==> src/rtl/reqack_arb_pkg.sv <==
// Shared types and constants for the req/ack concentrator.
package reqack_arb_pkg;

  typedef enum logic [1:0] {
    ST_IDLE = 2'd0,
    ST_REQ  = 2'd1,
    ST_REL  = 2'd2
  } state_e;

  localparam int MODE_4PH = 0;
  localparam int MODE_2PH = 1;

  // Timeout counter width; a disabled timeout still gets one bit so the vector is legal.
  function automatic int cnt_width(input int timeout);
    return (timeout < 1) ? 1 : $clog2(timeout + 1);
  endfunction

endpackage

==> src/rtl/reqack_arb_if.sv <==
// Requester-side and downstream-side handshake bundle of the concentrator.
interface reqack_arb_if #(
  parameter int CH         = 4,
  parameter int DATA_WIDTH = 8
);

  logic [CH-1:0]            src_req;
  logic [CH*DATA_WIDTH-1:0] src_data;
  logic [CH-1:0]            src_busy;
  logic [CH-1:0]            src_ack;
  logic [CH-1:0]            src_err;
  logic [CH-1:0]            src_ovf;
  logic                     dst_req;
  logic [$clog2(CH)-1:0]    dst_ch;
  logic [DATA_WIDTH-1:0]    dst_data;
  logic                     dst_ack;

  // The concentrator itself.
  modport slave (
    input  src_req, src_data, dst_ack,
    output src_busy, src_ack, src_err, src_ovf, dst_req, dst_ch, dst_data
  );

  // Requesters plus downstream peer, as seen from outside.
  modport master (
    output src_req, src_data, dst_ack,
    input  src_busy, src_ack, src_err, src_ovf, dst_req, dst_ch, dst_data
  );

endinterface

==> src/rtl/reqack_arb_rr_arbiter.sv <==
// Combinational round-robin picker: first pending channel at or after the pointer.
module rr_arbiter #(
  parameter int CH = 4
) (
  input  logic [CH-1:0]         i_pend,
  input  logic [$clog2(CH)-1:0] i_ptr,
  output logic [CH-1:0]         o_gnt,
  output logic [$clog2(CH)-1:0] o_idx,
  output logic                  o_any
);

  localparam int CHW = $clog2(CH);

  logic [CHW-1:0] w_cand [CH];

  // Candidate channel index for each offset from the pointer, wrapped modulo CH.
  always_comb begin
    for (int k = 0; k < CH; k++) begin
      w_cand[k] = CHW'((int'(i_ptr) + k) % CH);
    end
  end

  // Scan from the farthest offset back so the nearest pending candidate is the final assignment.
  always_comb begin
    o_gnt = '0;
    o_idx = '0;
    o_any = 1'b0;
    for (int k = CH - 1; k >= 0; k--) begin
      if (i_pend[w_cand[k]]) begin
        o_gnt            = '0;
        o_gnt[w_cand[k]] = 1'b1;
        o_idx            = w_cand[k];
        o_any            = 1'b1;
      end
    end
  end

endmodule

==> src/rtl/reqack_arb.sv <==
// Multi-channel req/ack concentrator: per-channel pending slots, round-robin
// issue onto one downstream four-phase or two-phase link, with timeout abort.
module reqack_arb
  import reqack_arb_pkg::*;
#(
  parameter int CH         = 4,
  parameter int DATA_WIDTH = 8,
  parameter int MODE       = MODE_4PH,
  parameter int TIMEOUT    = 255
) (
  input  logic         clk,
  input  logic         rst,
  reqack_arb_if.slave  bus
);

  localparam int CHW  = $clog2(CH);
  localparam int CNTW = cnt_width(TIMEOUT);
  localparam logic [CNTW-1:0] TO_LAST = CNTW'((TIMEOUT > 0) ? TIMEOUT - 1 : 0);

  state_e                r_state;
  state_e                w_state_nxt;
  logic [CH-1:0]         r_pend;
  logic [DATA_WIDTH-1:0] r_slot [CH];
  logic [CHW-1:0]        r_rr_ptr;
  logic [CNTW-1:0]       r_cnt;
  logic                  r_dst_req;
  logic [CHW-1:0]        r_dst_ch;
  logic [DATA_WIDTH-1:0] r_dst_data;
  logic [CH-1:0]         r_ack;
  logic [CH-1:0]         r_err;
  logic [CH-1:0]         r_ovf;

  logic [CH-1:0]         w_gnt;
  logic [CHW-1:0]        w_gnt_idx;
  logic                  w_any;
  logic [DATA_WIDTH-1:0] w_gnt_data;
  logic [CHW-1:0]        w_rr_nxt;
  logic                  w_link_idle;
  logic                  w_done;
  logic                  w_tmo;
  logic                  w_launch;
  logic [CH-1:0]         w_clr;
  logic [CH-1:0]         w_capture;
  logic [CH-1:0]         w_ovf;

  rr_arbiter #(.CH(CH)) u_rr (
    .i_pend (r_pend),
    .i_ptr  (r_rr_ptr),
    .o_gnt  (w_gnt),
    .o_idx  (w_gnt_idx),
    .o_any  (w_any)
  );

  // In two-phase mode the link is quiet and the transfer complete under the same condition: ack caught up with req.
  assign w_link_idle = (MODE == MODE_4PH) ? ~bus.dst_ack : (bus.dst_ack == r_dst_req);
  assign w_done      = (r_state == ST_REQ) &&
                       ((MODE == MODE_4PH) ? bus.dst_ack : (bus.dst_ack == r_dst_req));
  // Completion in the last allowed cycle beats the timeout.
  assign w_tmo       = (r_state == ST_REQ) && (TIMEOUT != 0) && (r_cnt == TO_LAST) && !w_done;
  assign w_rr_nxt    = (w_gnt_idx == CHW'(CH - 1)) ? '0 : (w_gnt_idx + 1'b1);

  // Payload of the granted slot, selected by the one-hot grant.
  always_comb begin
    w_gnt_data = '0;
    for (int i = 0; i < CH; i++) begin
      if (w_gnt[i]) w_gnt_data = r_slot[i];
    end
  end

  // Slot that finishes (ack or abort) this cycle; a new request may refill it at the same edge.
  always_comb begin
    w_clr = '0;
    if (w_done || w_tmo) w_clr[r_dst_ch] = 1'b1;
  end

  assign w_capture = bus.src_req & (~r_pend | w_clr);
  assign w_ovf     = bus.src_req & r_pend & ~w_clr;

  // Next-state logic of the issue FSM.
  always_comb begin
    w_state_nxt = r_state;
    w_launch    = 1'b0;
    unique case (r_state)
      ST_IDLE: begin
        if (w_any && w_link_idle) begin
          w_launch    = 1'b1;
          w_state_nxt = ST_REQ;
        end
      end
      ST_REQ: begin
        if (w_done || w_tmo) w_state_nxt = (MODE == MODE_4PH) ? ST_REL : ST_IDLE;
      end
      ST_REL: begin
        if (!bus.dst_ack) w_state_nxt = ST_IDLE;
      end
      default: w_state_nxt = ST_IDLE;
    endcase
  end

  // FSM state register.
  always_ff @(posedge clk or posedge rst) begin
    if (rst) r_state <= ST_IDLE;
    else     r_state <= w_state_nxt;
  end

  // Pending flags and slot payloads.
  always_ff @(posedge clk or posedge rst) begin
    if (rst) begin
      r_pend <= '0;
      for (int i = 0; i < CH; i++) r_slot[i] <= '0;
    end else begin
      r_pend <= (r_pend & ~w_clr) | w_capture;
      for (int i = 0; i < CH; i++) begin
        if (w_capture[i]) r_slot[i] <= bus.src_data[i*DATA_WIDTH +: DATA_WIDTH];
      end
    end
  end

  // Downstream link registers, round-robin pointer and saturating timeout counter.
  always_ff @(posedge clk or posedge rst) begin
    if (rst) begin
      r_dst_req  <= 1'b0;
      r_dst_ch   <= '0;
      r_dst_data <= '0;
      r_rr_ptr   <= '0;
      r_cnt      <= '0;
    end else if (w_launch) begin
      r_dst_req  <= (MODE == MODE_4PH) ? 1'b1 : ~r_dst_req;
      r_dst_ch   <= w_gnt_idx;
      r_dst_data <= w_gnt_data;
      r_rr_ptr   <= w_rr_nxt;
      r_cnt      <= '0;
    end else if (r_state == ST_REQ) begin
      if ((w_done || w_tmo) && (MODE == MODE_4PH)) r_dst_req <= 1'b0;
      if (r_cnt != '1) r_cnt <= r_cnt + 1'b1;
    end
  end

  // One-cycle status pulses back to the requesters.
  always_ff @(posedge clk or posedge rst) begin
    if (rst) begin
      r_ack <= '0;
      r_err <= '0;
      r_ovf <= '0;
    end else begin
      r_ack <= {CH{w_done}} & w_clr;
      r_err <= {CH{w_tmo}} & w_clr;
      r_ovf <= w_ovf;
    end
  end

  assign bus.src_busy = r_pend;
  assign bus.src_ack  = r_ack;
  assign bus.src_err  = r_err;
  assign bus.src_ovf  = r_ovf;
  assign bus.dst_req  = r_dst_req;
  assign bus.dst_ch   = r_dst_ch;
  assign bus.dst_data = r_dst_data;

endmodule

==> src/flat_wrapper.sv <==
// flat-port wrapper written by rule: the top's interface ports become plain ports
module reqack_arb_flat import reqack_arb_pkg::*;
#(
  parameter int CH         = 4,
  parameter int DATA_WIDTH = 8,
  parameter int MODE       = MODE_4PH,
  parameter int TIMEOUT    = 255
)
  (clk, rst, bus_src_req, bus_src_data, bus_dst_ack, bus_src_busy, bus_src_ack, bus_src_err, bus_src_ovf, bus_dst_req, bus_dst_ch, bus_dst_data);
  reqack_arb_if #(.CH(CH), .DATA_WIDTH(DATA_WIDTH)) bus_i ();
  input  logic clk;
  input  logic rst;
  input wire logic [$bits(bus_i.src_req)-1:0] bus_src_req;
  input wire logic [$bits(bus_i.src_data)-1:0] bus_src_data;
  input wire logic [$bits(bus_i.dst_ack)-1:0] bus_dst_ack;
  output wire logic [$bits(bus_i.src_busy)-1:0] bus_src_busy;
  output wire logic [$bits(bus_i.src_ack)-1:0] bus_src_ack;
  output wire logic [$bits(bus_i.src_err)-1:0] bus_src_err;
  output wire logic [$bits(bus_i.src_ovf)-1:0] bus_src_ovf;
  output wire logic [$bits(bus_i.dst_req)-1:0] bus_dst_req;
  output wire logic [$bits(bus_i.dst_ch)-1:0] bus_dst_ch;
  output wire logic [$bits(bus_i.dst_data)-1:0] bus_dst_data;
  assign bus_i.src_req = bus_src_req;
  assign bus_i.src_data = bus_src_data;
  assign bus_i.dst_ack = bus_dst_ack;
  assign bus_src_busy = bus_i.src_busy;
  assign bus_src_ack = bus_i.src_ack;
  assign bus_src_err = bus_i.src_err;
  assign bus_src_ovf = bus_i.src_ovf;
  assign bus_dst_req = bus_i.dst_req;
  assign bus_dst_ch = bus_i.dst_ch;
  assign bus_dst_data = bus_i.dst_data;
  reqack_arb #(.CH(CH), .DATA_WIDTH(DATA_WIDTH), .MODE(MODE), .TIMEOUT(TIMEOUT)) u_core (.clk(clk), .rst(rst), .bus(bus_i));
endmodule
==> config.mk <==
export PLATFORM = sky130hd
export DESIGN_NAME = reqack_arb_flat
export DESIGN_NICKNAME = d
export VERILOG_FILES = /design/src/rtl/reqack_arb_pkg.sv /design/src/rtl/reqack_arb_if.sv /design/src/rtl/reqack_arb_rr_arbiter.sv /design/src/rtl/reqack_arb.sv /design/src/flat_wrapper.sv
export SDC_FILE = /design/constraint.sdc
export NUM_CORES = 1
export LEC_CHECK = 0
export BUFFER_PORTS_ARGS = -buffer_cell sky130_fd_sc_hd__buf_2
export CAP_MARGIN = 40
export CORE_MARGIN = 2
export CORE_UTILIZATION = 60
export DETAILED_ROUTE_END_ITERATION = 10
export HOLD_SLACK_MARGIN = 0.1
export PLACE_DENSITY_LB_ADDON = 0.1
export SLEW_MARGIN = 20
export SYNTH_ARGS = -nofsm -noshare
export SYNTH_HDL_FRONTEND = slang
export SYNTH_SLANG_ARGS = --single-unit
==> constraint.sdc <==
create_clock -name clk -period 6.6 [get_ports clk]
set_clock_uncertainty 0.1 [all_clocks]
set_input_delay 1.32 -clock clk [delete_from_list [all_inputs] [get_ports clk]]
set_output_delay 1.32 -clock clk [all_outputs]
set_load 0.05 [all_outputs]
==> impl_metrics.ini, run 1 <==
[run_status]
outcome = finished, final reports clean

[sta]
setup_viol = 0
worst_pin_slew_ns = 0.869
finalWorstPathRequiredPeriod_ns = 3.82
worst_setup_margin_ns = 2.78
clock.fmax_mhz = 262
tns_ns = 0
rsz_0062_raised_after_global_routing = no
final_min_period_over_clock_period = 0.579
worst_slew_margin_rel = 0.419
hold_violations = 0
slew_violations = 0

[route]
routed-via-count = 2759
wl_met3_um = 474
met2RoutedLength_mm = 3.51
route.detailed.vias_per_inst = 5.96
routed_wire_per_std_cell_um = 16.9
drcViolationCount = 0
totalWireLength_mm = 7.83
drt_pre_antenna_iters = 5
detail_route.wirelength.met1_mm = 3.66
antenna_left = 0
top_layer = met4
detail_route.iter0.violations = 213

[setup_path]
worst_r2r_path_depth = 7
worst_setup_path_end_kind = register
path_class = register to register
cp_data_arrival_time_ns = 3.98
critical_path_peak_fanout = 21
startpoint_type = register
worstPathRequired_ns = 6.76

[grt]
vias_in_the_first_global_route = 2571
initial_antenna_violation_count = 0
global_route.usage.total = 0.260
grt_pass1_wl_mm = 12.6
overflow = 0
grt_max_degree = 47

[clocking]
cts-resized-gates = 0
clkSlewWorstSetupHoldPaths_ns = 0.07
clk_latency_ns = 0.35
htreeDepth = 3
number_of_buffers_between_clock_root_and_the_deepest_sink = 2
hold_buffers = 0
root_buffer = clkbuf_8
post_cts_buffers = 0
cts_num_sinks = 71
tritoncts.num_buffers = 9
tritoncts = done

[floorplan]
design.die.area_um2 = 6530
core_area_um2 = 5610
die_height_um = 80.8
floorplan.die.width_um = 80.8
placementRows = 27
design.portCount = 66
initial_core_util = 0.632

[finish]
layout-drive-gt1-share = 0.312
num_antenna_cells = 0
final_nets = 434
fin_cells = 463
layout-area-overhead-vs-synth_pct = 17.3
nFillCells = 422

[place]
numPlacedInstances = 447
dp_worst_setup_slack_ns = 2.83
place_hpwl_mm = 5.57
routabilityCongestion = 0.952
port_buffers = 65

[pwr]
vdd_ir_drop_max_mv = 0.294
power_density_nw_per_um2 = 477
p_leak_nw = 1.94

[yosys]
syn-num-nets = 368
synth.top_cells.by_area = dfrtp_1 (50%), mux2_2 (11%), nor2_1 (4.0%)
syn-cell-area_um2 = 3540
synth.lib_cells_used.distinct = 45
per_instance_average_area_after_synthesis_um2 = 11.1
synth-edff-count = 0
synth_ff_type = dfrtp_1
yosysMostFrequentCell = dfrtp_1
yosysTopAreaCellShare = 0.502
async_reset_ff_frac = 1.00
sequential_fraction_of_the_synthesis_area = 0.502
synthCells = 320
synth-warning-count = 0
synth_seq_cells = 71
ys_top_cells_by_count = dfrtp_1 (71), nor2_1 (38), mux2_2 (35), nand2_1 (35)
synth_largest_area_cell = dfrtp_1

[run]
maxCapViolCount = 0

[min_path]
min-delay-path-class = register to register
worstHoldPathCells = 2
## path summary, 6_finish.rpt
path,startpoint,to,slack [ns]
min in group asynchronous,rst,u_core.r_slot[27],0.92
worst max register to register,u_core.r_rr_ptr[0],u_core.bus.dst_data[3],2.78
max in group asynchronous,rst,u_core.r_state[1],4.95
worst max-delay path,u_core.r_rr_ptr[0],u_core.bus.dst_data[3],2.78
worst min register to register,u_core.bus.dst_req,u_core.bus.dst_req,0.39
worst min-delay path,u_core.bus.dst_req,u_core.bus.dst_req,0.39
## stage by stage
| stage | utilization | hold WS, ns | total power, mW | instance area, um^2 |
|---|---|---|---|---|
| 6_report | 0.741 | 0.393 | 1.98 | 4150 |
| 5_1_grt | 0.741 | 0.412 | 2.10 | 4150 |
| 4_1_cts | 0.741 | 0.393 | 1.98 | 4150 |
| 3_5_place_dp | 0.701 | 0.375 | 1.59 | 3930 |
| 3_3_place_gp | 0.696 | 0.372 | 1.56 | 3900 |
| 2_1_floorplan | - | 0.367 | 1.39 | 3540 |
## critical path, stage by stage (launching register included)
cell and delay, ns:
dfrtp_1 0.82, inv_1 0.26, ha_1 0.62, mux4_2 0.50
a221o_1 0.43, a2111oi_4 0.55, a221oi_1 0.17, o31ai_1 0.27
## cells by family after synthesis
logic type,count (synthesis),share of synthesized area
compound gates,54,0.121
xor+xnor,8,0.0198
fa+ha+maj,9,0.0318
buf+inv,23,0.0293
flops,71,0.502
mux,44,0.148
simple gates,111,0.148
## area by class of cell
class                      instances  area [um^2]  share of cell area
inverter                          11         41.3             0.00994
clock inverter                     3         65.1              0.0157
clock buffer                      13          159              0.0383
timing repair buffer              67          360              0.0867
sequential                        71         1780               0.428
tap                               72         90.1              0.0217
multi-input combinational        226         1660               0.400
## layer usage
layer,vias to the layer above,GRT usage
met5,-,0
met4,0,0.127
met3,15,0.0489
met2,113,0.365
met1,1350,0.388
li1,1281,-
## layout by cell type (no fill, tap or decap), types with 3 or more instances in the layout
cell / count
nand2b_1: 3
and4_1: 3
xor2_1: 4
nor3_1: 5
inv_1: 10
a21oi_1: 6
buf_2: 65
o21ai_0: 8
nand3b_1: 4
nand4_1: 6
dfrtp_1: 71
mux2i_1: 6
o31ai_1: 11
nand2_1: 35
and2_1: 3
nor2_1: 38
a2bb2oi_1: 8
ha_1: 9
a221oi_1: 8
nand3_1: 3
mux2_2: 35
nor2b_1: 4
xnor2_1: 4
clkbuf_8: 11
## state kept, by name, indices dropped and copies added (netlist names)
register             count
u_core.bus.dst_ch        2
u_core.bus.dst_data      8
u_core.bus.dst_req       1
u_core.bus.src_ack       4
u_core.bus.src_busy      4
u_core.bus.src_err       4
u_core.bus.src_ovf       4
u_core.r_cnt             8
u_core.r_rr_ptr          2
u_core.r_slot           32
u_core.r_state           2
## power by group
part	internal, mW	total, mW	switching, mW
clock	0.233	0.394	0.161
combinational	0.338	0.832	0.494
sequential	0.599	0.755	0.155
Power figures use the tool's default switching activity.
==> run 2: changes to the inputs <==
CORE_UTILIZATION = 50   (was 60)
clock period = 3.34 ns   (was 6.6 ns; I/O delays follow)
==> impl_metrics.ini, run 2 (synthesized netlist as in run 1, its figures left out) <==
[clocking]
clkSlewWorstSetupHoldPaths_ns = 0.08
cts_num_sinks = 71
hold_buffers = 0
htreeDepth = 3
cts-resized-gates = 0
root_buffer = clkbuf_8
tritoncts = done
number_of_buffers_between_clock_root_and_the_deepest_sink = 2
tritoncts.num_buffers = 9
post_cts_buffers = 0
clk_latency_ns = 0.35

[setup_path]
critical_path.max_stage_delay_ns = 0.49
startpoint_type = register
worstPathRequired_ns = 3.49
path_class = register to register
critical_path_peak_fanout = 11
worst_setup_path_end_kind = register
cp_data_arrival_time_ns = 3.14
crit_chain = inv_1 > ha_1 > buf_4 > mux2i_1 > or4bb_1 > a31oi_1 > or3_1 > a221oi_1 > o31ai_1
cpMaxStageDelayCell = or4bb_1

[finish]
layout-drive-gt1-share = 0.324
final_nets = 438
num_antenna_cells = 0
commonest_non_fill_non_tap_cells_in_the_layout = dfrtp_1 (71), buf_2 (65), nor2_1 (38)
utilization_after_layout = 0.615
post_route_cell_area_um2 = 4200
regMostFlops = u_core.r_slot
largest_register_ffs = 32
layout-area-overhead-vs-synth_pct = 18.7
final_common_cell = dfrtp_1
nFillCells = 596

[route]
antenna_left = 0
routed_wire_per_std_cell_um = 16.3
detail_route.iter0.violations = 162
route.detailed.vias_per_inst = 5.61
routed-via-count = 2753
drt_pre_antenna_iters = 4
totalWireLength_mm = 8.02
drcViolationCount = 0

[sta]
worst_pin_slew_ns = 0.882
hold_violations = 0
tns_ns = 0
finalWorstPathRequiredPeriod_ns = 2.99
worst_slew_margin_rel = 0.411
worst_setup_margin_ns = 0.348
final_min_period_over_clock_period = 0.896
rsz_0062_raised_after_global_routing = no
setup_viol = 0
slew_violations = 0
clock.fmax_mhz = 334

[pwr]
p_leak_nw = 1.95
vdd_ir_drop_max_mv = 0.448
post-layout-total-power_mw = 3.94
power_density_nw_per_um2 = 937

[grt]
grt_pass1_wl_mm = 12.8
global_route.usage.total = 0.220
initial_antenna_violation_count = 0
vias_in_the_first_global_route = 2573
overflow = 0
grt_max_degree = 43

[place]
place_hpwl_mm = 5.72
dp_worst_setup_slack_ns = 0.396
port_buffers = 65
routabilityCongestion = 0.910
placed_cell_area_um2 = 3980

[run]
maxCapViolCount = 0

[min_path]
min-delay-path-class = primary input to asynchronous set/reset pin

[run_status]
outcome = finished, final reports clean

[floorplan]
core_area_um2 = 6830
initial_core_util = 0.518
design.portCount = 66
placementRows = 30
design.die.area_um2 = 7770
floorplan.die.width_um = 88.2
die_height_um = 88.2
-- run 2: changes by cell type in the layout (fill, tap and decap cells not counted), sizes merged --
cell / before / now
clkinvlp: 0 / 2
buf: 67 / 71
clkbuf: 13 / 9
clkinv: 1 / 3
-- run 2: worst max-delay path, delay by kind of cell (launching register included) --
| kind | cells | cell delay, ns |
|---|---|---|
| compound gates | 3 | 0.73 |
| fa+ha+maj | 1 | 0.29 |
| buf+inv | 2 | 0.39 |
| flops | 1 | 0.38 |
| mux | 1 | 0.14 |
| simple gates | 2 | 0.86 |
-- run 2: path summary, 6_finish.rpt --
check | start | end | slack [ns] | cells past startpoint
worst max register to register | u_core.r_rr_ptr[0] | u_core.bus.dst_data[1] | 0.35 | 9
worst min register to register | u_core.bus.dst_req | u_core.bus.dst_req | 0.39 | 2
min in group clk | u_core.bus.dst_req | u_core.bus.dst_req | 0.39 | 2
worst min-delay path | rst | u_core.r_cnt[5] | 0.31 | 2
max in group asynchronous | rst | u_core.r_slot[3] | 2.19 | 3
worst max-delay path | u_core.r_rr_ptr[0] | u_core.bus.dst_data[1] | 0.35 | 9
-- run 2: per-stage QoR --
stage / std cells / hold slack [ns]
after CTS: 491 / 0.323
after floorplan: 320 / 0.367
final: 491 / 0.312
after global placement: 475 / 0.375
after detailed placement: 475 / 0.381
after global routing: 491 / 0.355
-- run 2: cell type report --
class / instances / area (um^2) / share of cell area
multi-input combinational: 226 / 1660 / 0.395
clock buffer: 9 / 124 / 0.0295
inverter: 11 / 41.3 / 0.00982
clock inverter: 7 / 97.6 / 0.0232
sequential: 71 / 1780 / 0.423
tap: 96 / 120 / 0.0286
timing repair buffer: 71 / 383 / 0.0911
-- run 2: report_power, final --
group / internal, mW / switching [mW]
logic: 0.699 / 1.05
clock network: 0.421 / 0.338
registers: 1.18 / 0.247
-- run 2: per-layer routing --
metal	part of all wire	vias up	track usage
li1	-	1289	-
met1	0.46	1343	0.324
met2	0.45	97	0.308
met3	0.054	24	0.0566
met4	0.028	0	0.0964
met5	0	-	0
==> run 3: changes to the inputs <==
ABC_AREA = 1   (was default)
CORE_UTILIZATION = 39   (was 50)
==> impl_metrics.ini, run 3 <==
[finish]
post_route_cell_area_um2 = 4140
layout-area-overhead-vs-synth_pct = 19.6
final_nets = 496
nFillCells = 868
commonest_non_fill_non_tap_cells_in_the_layout = nand2_1 (80), dfrtp_1 (71), buf_2 (65)
layout-drive-gt1-share = 0.316
fin_cells = 561
regMostFlops = u_core.r_slot
largest_register_ffs = 32
final_common_cell = nand2_1
num_antenna_cells = 0

[run_status]
outcome = finished, final reports clean

[pwr]
clock_power_share = 0.168
vdd_ir_drop_max_mv = 0.366
p_leak_nw = 2.14
seqPwrFrac = 0.327
power.switching_mw = 2.00
comb_power_share = 0.505
power_density_nw_per_um2 = 1030
netSwitchingFraction = 0.471
p_int_mw = 2.25

[yosys]
synth-edff-count = 0
per_instance_average_area_after_synthesis_um2 = 9.27
synth_ff_type = dfrtp_1
syn-num-nets = 421
syn-cell-area_um2 = 3460
sequential_fraction_of_the_synthesis_area = 0.514
synth_largest_area_cell = dfrtp_1
synth-warning-count = 0
synth_seq_cells = 71
synth.lib_cells_used.distinct = 32
synth.top_cells.by_area = dfrtp_1 (51%), nand2_1 (8.7%), mux2_2 (7.8%)
async_reset_ff_frac = 1.00
yosysTopAreaCellShare = 0.514
yosysMostFrequentCell = nand2_1
synthCells = 373
ys_top_cells_by_count = nand2_1 (80), dfrtp_1 (71), nor2_1 (38)

[route]
routed-via-count = 2718
routed_wire_per_std_cell_um = 13.9
totalWireLength_mm = 7.81
detail_route.iter0.violations = 132
drcViolationCount = 0
drt_pre_antenna_iters = 4
antenna_left = 0
route.detailed.vias_per_inst = 4.84

[floorplan]
floorplan.die.width_um = 98.2
core_area_um2 = 8680
design.portCount = 66
design.die.area_um2 = 9630
die_height_um = 98.2
placementRows = 34
initial_core_util = 0.398

[sta]
setup_viol = 0
tns_ns = 0
clock.fmax_mhz = 388
worst_setup_margin_ns = 0.762
finalWorstPathRequiredPeriod_ns = 2.58
final_min_period_over_clock_period = 0.772
holdWs_ns = 0.248
slew_violations = 0
rsz_0062_raised_after_global_routing = no
worst_slew_margin_rel = 0.617
worst_pin_slew_ns = 0.573
hold_violations = 0

[clocking]
cts-resized-gates = 0
tritoncts.num_buffers = 9
post_cts_buffers = 0
htreeDepth = 3
clkSlewWorstSetupHoldPaths_ns = 0.08
number_of_buffers_between_clock_root_and_the_deepest_sink = 2
clk_latency_ns = 0.34
root_buffer = clkbuf_8
hold_buffers = 0
cts_num_sinks = 71
tritoncts = done

[setup_path]
path_common_cell = nand2_1
cp_data_arrival_time_ns = 2.69
crit_buf_inv = 3
cpMaxStageDelayCell = dfrtp_1
family_of_cells_with_the_greatest_summed_delay_on_the_critical_path = simple AND/OR/NAND/NOR gates
critical_path.max_stage_delay_ns = 0.50
startpoint_type = register
path_class = register to register
worst_setup_path_end_kind = register
crit_chain = inv_1 > ha_1 > inv_1 > nand2_2 > nand2_2 > nor2_2 > nand2_1 > nand2_1 > inv_2 > nand2_1 > o221ai_1
worstPathRequired_ns = 3.45
critical_path_peak_fanout = 19

[grt]
initial_antenna_violation_count = 0
grt_pass1_wl_mm = 12.8
vias_in_the_first_global_route = 2643
overflow = 0
global_route.usage.total = 0.169
grt_max_degree = 35

[place]
port_buffers = 65
numPlacedInstances = 544
routabilityCongestion = 0.840
placed_cell_area_um2 = 3910
place_hpwl_mm = 5.90
dp_worst_setup_slack_ns = 0.771

[run]
maxCapViolCount = 0

[min_path]
min-delay-path-class = primary input to asynchronous set/reset pin
-- run 3: cell count changes in the layout (fill, tap and decap cells not counted), sizes merged, moves of 6 or more --
cell / before / now
mux2: 35 / 24
inv: 11 / 36
mux2i: 6 / 0
nand3: 3 / 32
a21oi: 6 / 42
o31ai: 11 / 0
a2bb2oi: 8 / 0
a221oi: 8 / 0
nand2: 35 / 91
-- run 3: worst paths after layout --
kind	startpoint	to	slack [ns]	depth (start not counted)
worst max-delay path	u_core.r_rr_ptr[1]	u_core.r_rr_ptr[1]	0.76	11
worst min-delay path	rst	u_core.r_slot[3]	0.25	3
worst max register to register	u_core.r_rr_ptr[1]	u_core.r_rr_ptr[1]	0.76	11
worst min register to register	u_core.bus.dst_req	u_core.bus.dst_req	0.37	2
max in group asynchronous	rst	u_core.r_slot[17]	2.35	4
min in group clk	u_core.bus.dst_req	u_core.bus.dst_req	0.37	2
-- run 3: cell families (layout without fill, tap and decap cells) --
logic type      after synthesis  in the layout  synth area share
compound gates               51             51            0.0887
xor+xnor                      4              4            0.0101
mux                          24             24            0.0782
simple gates                173            173             0.227
fa+ha+maj                     9              9            0.0326
buf+inv                      41            121            0.0492
flops                        71             71             0.514
-- run 3: power groups by stage --
| stage | logic (mW) | clock network, mW | registers [mW] |
|---|---|---|---|
| after floorplan | 1.42 | 0 | 1.65 |
| after global placement | 2.13 | 0 | 1.41 |
| after detailed placement | 2.15 | 0 | 1.41 |
| after CTS | 2.16 | 0.738 | 1.40 |
| after global routing | 2.37 | 0.769 | 1.43 |
| final | 2.15 | 0.713 | 1.39 |
-- run 3: final cells by class --
class	count	area, um^2	area share
flip-flops and latches	71	1780	0.430
repair buffers	69	368	0.0890
clock inverters	5	56.3	0.0136
clock buffers	11	151	0.0366
inverters	36	138	0.0333
well taps	108	135	0.0327
multi-input cells	261	1510	0.365
-- run 3: per-layer routing --
metal | wire length (um) | GRT usage | vias to the layer above
met3 | 357 | 0.0372 | 9
met1 | 3660 | 0.225 | 1269
li1 | - | - | 1366
met2 | 3680 | 0.272 | 74
met4 | 112 | 0.0664 | 0
met5 | 0 | 0 | -
-- run 3: worst min-delay path: cells and delay by family --
kind     cells  cell delay, ns
buf+inv      3            0.38
-- run 3: stage by stage --
| step | total power [mW] | utilization |
|---|---|---|
| after global placement | 3.54 | 0.450 |
| after global routing | 4.57 | 0.476 |
| after CTS | 4.29 | 0.474 |
| after detailed placement | 3.56 | 0.450 |
| final | 4.25 | 0.476 |
| after floorplan | 3.06 | - |
